[config.mk]
export PLATFORM = sky130hd
export DESIGN_NAME = div_ratio_meas
export DESIGN_NICKNAME = d
export VERILOG_FILES = /design/src/rtl/div_ratio_meas.sv
export SDC_FILE = /design/constraint.sdc
export NUM_CORES = 1
export LEC_CHECK = 0
export CAP_MARGIN = 10
export CELL_PAD_IN_SITES_DETAIL_PLACEMENT = 1
export CELL_PAD_IN_SITES_GLOBAL_PLACEMENT = 1
export CORE_ASPECT_RATIO = 0.7
export CORE_MARGIN = 1
export CORE_UTILIZATION = 43
export DETAILED_ROUTE_END_ITERATION = 6
export PLACE_DENSITY_LB_ADDON = 0.2
export SETUP_SLACK_MARGIN = 0.5
export SYNTH_ARGS = -nofsm -noshare
export SYNTH_HDL_FRONTEND = slang
export SYNTH_SLANG_ARGS = --single-unit
[constraint.sdc]
create_clock -name clk -period 3.25 [get_ports clk]
set_input_delay 0.4875 -clock clk [delete_from_list [all_inputs] [get_ports clk]]
set_output_delay 0.4875 -clock clk [all_outputs]
set_load 0.05 [all_outputs]
[src/rtl/div_ratio_meas.sv]
// Divide-ratio meter: recovers period, high time and a windowed
// period sum of a divided signal, counted in source clock cycles.
module div_ratio_meas #(
    parameter int CNT_W    = 16,
    parameter int AVG_LOG2 = 3,
    parameter int SUM_W    = CNT_W + AVG_LOG2
) (
    input  logic             clk,
    input  logic             rst,
    input  logic             en,
    input  logic             div_in,
    output logic [CNT_W-1:0] period,
    output logic [CNT_W-1:0] high_time,
    output logic             period_vld,
    output logic [SUM_W-1:0] sum,
    output logic             sum_vld,
    output logic             ovf
);

    localparam int KW = (AVG_LOG2 > 0) ? AVG_LOG2 : 1;
    localparam logic [KW-1:0]    K_LAST  = KW'((1 << AVG_LOG2) - 1);
    localparam logic [CNT_W-1:0] CNT_MAX = {CNT_W{1'b1}};
    localparam logic [CNT_W-1:0] CNT_ONE = CNT_W'(1);

    typedef enum logic {
        S_IDLE,
        S_MEAS
    } state_t;

    state_t r_state;
    state_t w_state_nxt;

    logic             r_d1;
    logic [CNT_W-1:0] r_cnt;
    logic [CNT_W-1:0] r_hcnt;
    logic [CNT_W-1:0] r_hlat;
    logic             r_fall_seen;
    logic [SUM_W-1:0] r_acc;
    logic [KW-1:0]    r_k;

    logic w_rise;
    logic w_fall;
    logic w_start;
    logic w_close;
    logic w_sat;
    logic w_win_done;

    assign w_rise = div_in & ~r_d1;
    assign w_fall = ~div_in & r_d1;

    always_ff @(posedge clk) begin
        if (rst) r_state <= S_IDLE;
        else     r_state <= w_state_nxt;
    end

    always_comb begin
        w_state_nxt = r_state;
        unique case (r_state)
            S_IDLE: if (w_start) w_state_nxt = S_MEAS;
            S_MEAS: if (w_sat)   w_state_nxt = S_IDLE;
        endcase
        if (!en) w_state_nxt = S_IDLE;
    end

    always_comb begin
        w_start    = en && (r_state == S_IDLE) && w_rise;
        w_close    = en && (r_state == S_MEAS) && w_rise;
        w_sat      = en && (r_state == S_MEAS) && !w_rise
                     && (r_cnt == CNT_MAX);
        w_win_done = w_close && (r_k == K_LAST);
    end

    always_ff @(posedge clk) begin
        if (rst) begin
            r_d1        <= 1'b0;
            r_cnt       <= '0;
            r_hcnt      <= '0;
            r_hlat      <= '0;
            r_fall_seen <= 1'b0;
            r_acc       <= '0;
            r_k         <= '0;
            period      <= '0;
            high_time   <= '0;
            period_vld  <= 1'b0;
            sum         <= '0;
            sum_vld     <= 1'b0;
            ovf         <= 1'b0;
        end else begin
            r_d1       <= div_in;
            period_vld <= 1'b0;
            sum_vld    <= 1'b0;
            if (!en) begin
                r_cnt       <= '0;
                r_hcnt      <= '0;
                r_hlat      <= '0;
                r_fall_seen <= 1'b0;
                r_acc       <= '0;
                r_k         <= '0;
                ovf         <= 1'b0;
            end else if (w_start) begin
                r_cnt       <= CNT_ONE;
                r_hcnt      <= CNT_ONE;
                r_fall_seen <= 1'b0;
                r_acc       <= '0;
                r_k         <= '0;
            end else if (w_close) begin
                period      <= r_cnt;
                // Without a seen fall the signal never dropped; report hcnt
                high_time   <= r_fall_seen ? r_hlat : r_hcnt;
                period_vld  <= 1'b1;
                r_cnt       <= CNT_ONE;
                r_hcnt      <= CNT_ONE;
                r_fall_seen <= 1'b0;
                if (w_win_done) begin
                    sum     <= r_acc + SUM_W'(r_cnt);
                    sum_vld <= 1'b1;
                    r_acc   <= '0;
                    r_k     <= '0;
                end else begin
                    r_acc <= r_acc + SUM_W'(r_cnt);
                    r_k   <= r_k + KW'(1);
                end
            end else if (w_sat) begin
                ovf    <= 1'b1;
                r_cnt  <= '0;
                r_hcnt <= '0;
                r_acc  <= '0;
                r_k    <= '0;
            end else if (r_state == S_MEAS) begin
                r_cnt <= r_cnt + CNT_ONE;
                if (div_in) r_hcnt <= r_hcnt + CNT_ONE;
                if (w_fall) begin
                    r_hlat      <= r_hcnt;
                    r_fall_seen <= 1'b1;
                end
            end
        end
    end

endmodule

==> flow_summary.html <==
<table>
<tr><th>Metric</th><th>Value</th></tr>
<tr><th colspan="2">Layout</th></tr>
<tr><td>Post-layout net count</td><td>734</td></tr>
<tr><td>FILL cells</td><td>1454</td></tr>
<tr><td>Area growth, synth to finish</td><td>23.9%</td></tr>
<tr><td>Count of non-filler cells in the finished layout</td><td>883</td></tr>
<tr><td>Fraction of layout instances using a drive strength above 1</td><td>8.18%</td></tr>
<tr><td>ANT cells</td><td>0</td></tr>
<tr><th colspan="2">GRT</th></tr>
<tr><td>Via count of the first global-routing pass</td><td>5126</td></tr>
<tr><td>Total congestion overflow after global routing</td><td>0</td></tr>
<tr><td>Antenna violations before repair</td><td>0</td></tr>
<tr><td>Global-route wire length before repair</td><td>26200 um</td></tr>
<tr><td>Global routing met2 resource utilization</td><td>39.2%</td></tr>
<tr><td>Met3 demand-to-capacity share in global routing</td><td>5.89%</td></tr>
<tr><td>GR Layer Usage met1</td><td>32.9%</td></tr>
<tr><td>Global routing usage summed across all routing layers</td><td>24.5%</td></tr>
<tr><td>Highest-utilization routing layer at the global route stage</td><td>met2</td></tr>
<tr><td>Largest net degree at the start of global routing</td><td>61</td></tr>
<tr><th colspan="2">Timing</th></tr>
<tr><td>Max Transition Viols Final</td><td>0</td></tr>
<tr><td>Count of endpoints failing setup in the final report</td><td>0</td></tr>
<tr><td>Setup TNS after final layout</td><td>0 ns</td></tr>
<tr><td>Maximum clock skew at final layout</td><td>0.0127 ns</td></tr>
<tr><td>Worst Tran Pin Value</td><td>1.14 ns</td></tr>
<tr><td>Headroom to the max-slew limit</td><td>23.2%</td></tr>
<tr><td>Final Hold Viols</td><td>0</td></tr>
<tr><td>Unrepaired setup endpoints after global routing</td><td>no</td></tr>
<tr><td>Shortest period the worst path allows</td><td>2.67 ns</td></tr>
<tr><td>Post-route clock period utilization</td><td>82.0%</td></tr>
<tr><td>Fmax achieved</td><td>375 MHz</td></tr>
<tr><th colspan="2">Drt</th></tr>
<tr><td>Antenna-violating nets left</td><td>0</td></tr>
<tr><td>Remaining DRCs</td><td>0</td></tr>
<tr><td>Per-cell routed wire length</td><td>17.9 um</td></tr>
<tr><td>Routed via count</td><td>4868</td></tr>
<tr><td>Post-Route WL</td><td>15800 um</td></tr>
<tr><td>Number of DRC markers after the initial detailed-route iteration</td><td>249</td></tr>
<tr><td>Number of vias per cell</td><td>5.51</td></tr>
<tr><td>Count of TritonRoute iterations in the first routing pass</td><td>4</td></tr>
<tr><th colspan="2">Pwr</th></tr>
<tr><td>Static Leakage</td><td>2.45 nW</td></tr>
<tr><td>Power density over cell area</td><td>501 nW/um^2</td></tr>
<tr><td>Worst supply voltage drop on vdd</td><td>0.341 mV</td></tr>
<tr><th colspan="2">Synth</th></tr>
<tr><td>Portion of synthesized cell area occupied by the leading cell type</td><td>44.6%</td></tr>
<tr><td>Most area-consuming cells after synthesis</td><td>sky130_fd_sc_hd__dfxtp_1 45%, sky130_fd_sc_hd__nor2_1 7.4%, sky130_fd_sc_hd__mux2i_1 5.8%</td></tr>
<tr><td>Leading post-synthesis cells by instance count</td><td>127 x sky130_fd_sc_hd__dfxtp_1, 112 x sky130_fd_sc_hd__nor2_1, 80 x sky130_fd_sc_hd__nand2_1, 45 x sky130_fd_sc_hd__a21oi_1, 33 x sky130_fd_sc_hd__mux2i_1</td></tr>
<tr><td>Main synth FF type</td><td>sky130_fd_sc_hd__dfxtp_1</td></tr>
<tr><td>YS warnings</td><td>0</td></tr>
<tr><td>Synthesized netlist cell count</td><td>655</td></tr>
<tr><td>Sequential fraction of the synthesis area</td><td>44.6%</td></tr>
<tr><td>Count leader, synth</td><td>sky130_fd_sc_hd__dfxtp_1</td></tr>
<tr><td>Yosys top cell by area</td><td>sky130_fd_sc_hd__dfxtp_1</td></tr>
<tr><td>Post-synthesis sequential element count</td><td>127</td></tr>
<tr><td>FFs w/ async S/R, synth</td><td>0%</td></tr>
<tr><td>Count of unique library cells instantiated by Yosys</td><td>52</td></tr>
<tr><td>Post-synthesis area per instance</td><td>8.70 um^2</td></tr>
<tr><td>Net count after synthesis</td><td>680</td></tr>
<tr><td>Mapped Area</td><td>5700 um^2</td></tr>
<tr><td>EDFF count, synth</td><td>0</td></tr>
<tr><th colspan="2">Place</th></tr>
<tr><td>Gpl congestion</td><td>0.886</td></tr>
<tr><td>Total half-perimeter wirelength after legalization and detailed placement</td><td>10700 um</td></tr>
<tr><td>Number of cells after detailed placement</td><td>850</td></tr>
<tr><td># port buffers</td><td>57</td></tr>
<tr><th colspan="2">Worst setup path</th></tr>
<tr><td>Cell type group with the largest total delay on the critical path</td><td>simple AND/OR/NAND/NOR gates</td></tr>
<tr><td>Cell-by-cell trace of the critical path</td><td>ha_1 -&gt; nand2_2 -&gt; or3b_4 -&gt; a21oi_4 -&gt; a22oi_2 -&gt; buf_4 -&gt; o21a_1 -&gt; or4_1 -&gt; nand3_1</td></tr>
<tr><td>Required time of the critical path</td><td>3.60 ns</td></tr>
<tr><td>Critical Path Sink Type</td><td>flip-flop</td></tr>
<tr><td>Total buffers and inverters traversed by the critical path</td><td>1</td></tr>
<tr><td>Startpoint class of the critical path</td><td>flip-flop</td></tr>
<tr><td>Slowest cell on crit path</td><td>sky130_fd_sc_hd__or4_1</td></tr>
<tr><td>Worst path max stage delay</td><td>0.48 ns</td></tr>
<tr><td>Crit Path Category</td><td>flip-flop to flip-flop</td></tr>
<tr><td>Worst EP arrival</td><td>3.02 ns</td></tr>
<tr><td>Critical path peak fanout</td><td>6</td></tr>
<tr><th colspan="2">Clock tree</th></tr>
<tr><td>Clock slew at reported path FFs</td><td>0.05 ns</td></tr>
<tr><td>CTS Hold Bufs</td><td>0</td></tr>
<tr><td>Clock Root Buffer</td><td>sky130_fd_sc_hd__clkbuf_16</td></tr>
<tr><td>Total clock buffers created by CTS</td><td>17</td></tr>
<tr><td>H-Tree Depth</td><td>4</td></tr>
<tr><td>Maximum clock insertion buffer count</td><td>2</td></tr>
<tr><td>Worst-Skew Late Latency</td><td>0.42 ns</td></tr>
<tr><td>CTS tree</td><td>done</td></tr>
<tr><td>Num Clock Sinks</td><td>127</td></tr>
<tr><th colspan="2">Die</th></tr>
<tr><td>Die width</td><td>140 um</td></tr>
<tr><td>Die Y-Extent</td><td>98.3 um</td></tr>
<tr><td>Die Footprint</td><td>13700 um^2</td></tr>
<tr><td>I/O pin count</td><td>58</td></tr>
<tr><td>Row count</td><td>34</td></tr>
<tr><td>Core Footprint</td><td>12700 um^2</td></tr>
<tr><td>Starting Density</td><td>45.0%</td></tr>
<tr><th colspan="2">Run</th></tr>
<tr><td>Number of maximum-capacitance constraint violations</td><td>0</td></tr>
<tr><th colspan="2">Status</th></tr>
<tr><td>Outcome</td><td>finished, final reports clean</td></tr>
<tr><th colspan="2">Worst hold path</th></tr>
<tr><td>Class of the tightest hold or removal check</td><td>flip-flop to flip-flop</td></tr>
</table>
==> cell families after synthesis <==
| group | Yosys count | share of synthesized area [%] |
|---|---|---|
| flip-flops | 127 | 44.6 |
| buffers and inverters | 46 | 3.23 |
| XOR/XNOR | 46 | 7.07 |
| adder cells (fa/ha/maj) | 21 | 4.74 |
| AND/OR/NAND/NOR | 268 | 21.0 |
| multiplexers | 33 | 5.80 |
| AO/OA/AOI/OAI | 114 | 13.6 |
==> worst register-to-register path, cell delays in order (launching register included) <==
cell	delay [ns]
sky130_fd_sc_hd__dfxtp_1	0.37
sky130_fd_sc_hd__ha_1	0.47
sky130_fd_sc_hd__nand2_2	0.12
sky130_fd_sc_hd__or3b_4	0.42
sky130_fd_sc_hd__a21oi_4	0.18
sky130_fd_sc_hd__a22oi_2	0.09
sky130_fd_sc_hd__buf_4	0.16
sky130_fd_sc_hd__o21a_1	0.22
sky130_fd_sc_hd__or4_1	0.48
sky130_fd_sc_hd__nand3_1	0.09
==> state kept, by name, summed over array words and instances (netlist names), 3 cells and up <==
| name | cells |
|---|---|
| r_acc | 19 |
| sum | 19 |
| high_time | 16 |
| period | 16 |
| r_cnt | 16 |
| r_hcnt | 16 |
| r_hlat | 16 |
| r_k | 3 |
==> final timing paths <==
| kind | start | to | slack (ns) | cells after the start |
|---|---|---|---|---|
| worst max-delay path | r_cnt[4]$_SDFFE_PP0P_ | sum[13]$_SDFFE_PP0P_ | 0.58 | 9 |
| worst min-delay path | sum[10]$_SDFFE_PP0P_ | sum[10]$_SDFFE_PP0P_ | 0.45 | 2 |
| worst max register to register | r_cnt[4]$_SDFFE_PP0P_ | sum[13]$_SDFFE_PP0P_ | 0.58 | 9 |
| worst min register to register | sum[10]$_SDFFE_PP0P_ | sum[10]$_SDFFE_PP0P_ | 0.45 | 2 |
==> metal layers <==
| layer | part of all wire (%) | wire (um) |
|---|---|---|
| met4 | 1.1 | 176 |
| met2 | 45 | 7110 |
| met3 | 5.0 | 786 |
| met1 | 49 | 7760 |
| met5 | 0 | 0 |
==> metrics by stage <==
step,area [um^2],util (%),hold WS (ns),worst slack [ns],total power [mW]
2_1_floorplan,5700,-,0.446,0.943,1.66
3_3_place_gp,6440,50.8,0.441,0.514,1.69
3_5_place_dp,6440,50.8,0.449,0.434,1.70
4_1_cts,7040,55.5,0.457,0.521,3.57
5_1_grt,7060,55.7,0.470,0.505,3.65
6_report,7060,55.7,0.454,0.585,3.54
==> what timing repair did <==
| item | in CTS | in global routing |
|---|---|---|
| endpoints found under the hold margin | 0 | 0 |
| endpoints found under the setup margin | 0 | 8 |
| setup buffers | 0 | 2 |
| resized for setup | 0 | 2 |
==> report_power, final <==
group	internal, mW	leakage, nW	switching, mW
combinational	0.0277	1.14	0.0665
sequential	1.56	1.02	0.00569
clock	1.21	0.291	0.663
==> final cells by class <==
cell class / count / area (um^2) / area share [%]
clock inverters: 4 / 47.5 / 0.673
flip-flops and latches: 127 / 2540 / 36.0
repair buffers: 75 / 713 / 10.1
well taps: 162 / 203 / 2.87
clock buffers: 27 / 543 / 7.69
multi-input cells: 482 / 2990 / 42.3
inverters: 6 / 22.5 / 0.319
==> layout by cell type (no fill, tap or decap), types with 4 or more instances in the layout <==
| master | n |
|---|---|
| sky130_fd_sc_hd__a211oi_1 | 17 |
| sky130_fd_sc_hd__a21oi_1 | 44 |
| sky130_fd_sc_hd__a22o_1 | 6 |
| sky130_fd_sc_hd__a22oi_1 | 11 |
| sky130_fd_sc_hd__a31oi_1 | 4 |
| sky130_fd_sc_hd__and3_1 | 6 |
| sky130_fd_sc_hd__buf_4 | 17 |
| sky130_fd_sc_hd__clkbuf_16 | 17 |
| sky130_fd_sc_hd__clkbuf_8 | 8 |
| sky130_fd_sc_hd__clkdlybuf4s50_1 | 56 |
| sky130_fd_sc_hd__dfxtp_1 | 127 |
| sky130_fd_sc_hd__ha_1 | 20 |
| sky130_fd_sc_hd__inv_1 | 6 |
| sky130_fd_sc_hd__mux2i_1 | 33 |
| sky130_fd_sc_hd__nand2_1 | 80 |
| sky130_fd_sc_hd__nand3_1 | 16 |
| sky130_fd_sc_hd__nand3b_1 | 4 |
| sky130_fd_sc_hd__nand4_1 | 9 |
| sky130_fd_sc_hd__nor2_1 | 112 |
| sky130_fd_sc_hd__nor2b_1 | 5 |
| sky130_fd_sc_hd__nor3_1 | 12 |
| sky130_fd_sc_hd__o21a_1 | 4 |
| sky130_fd_sc_hd__o21ai_0 | 8 |
| sky130_fd_sc_hd__xnor2_1 | 23 |
| sky130_fd_sc_hd__xor2_1 | 23 |
Power figures use the tool's default switching activity.
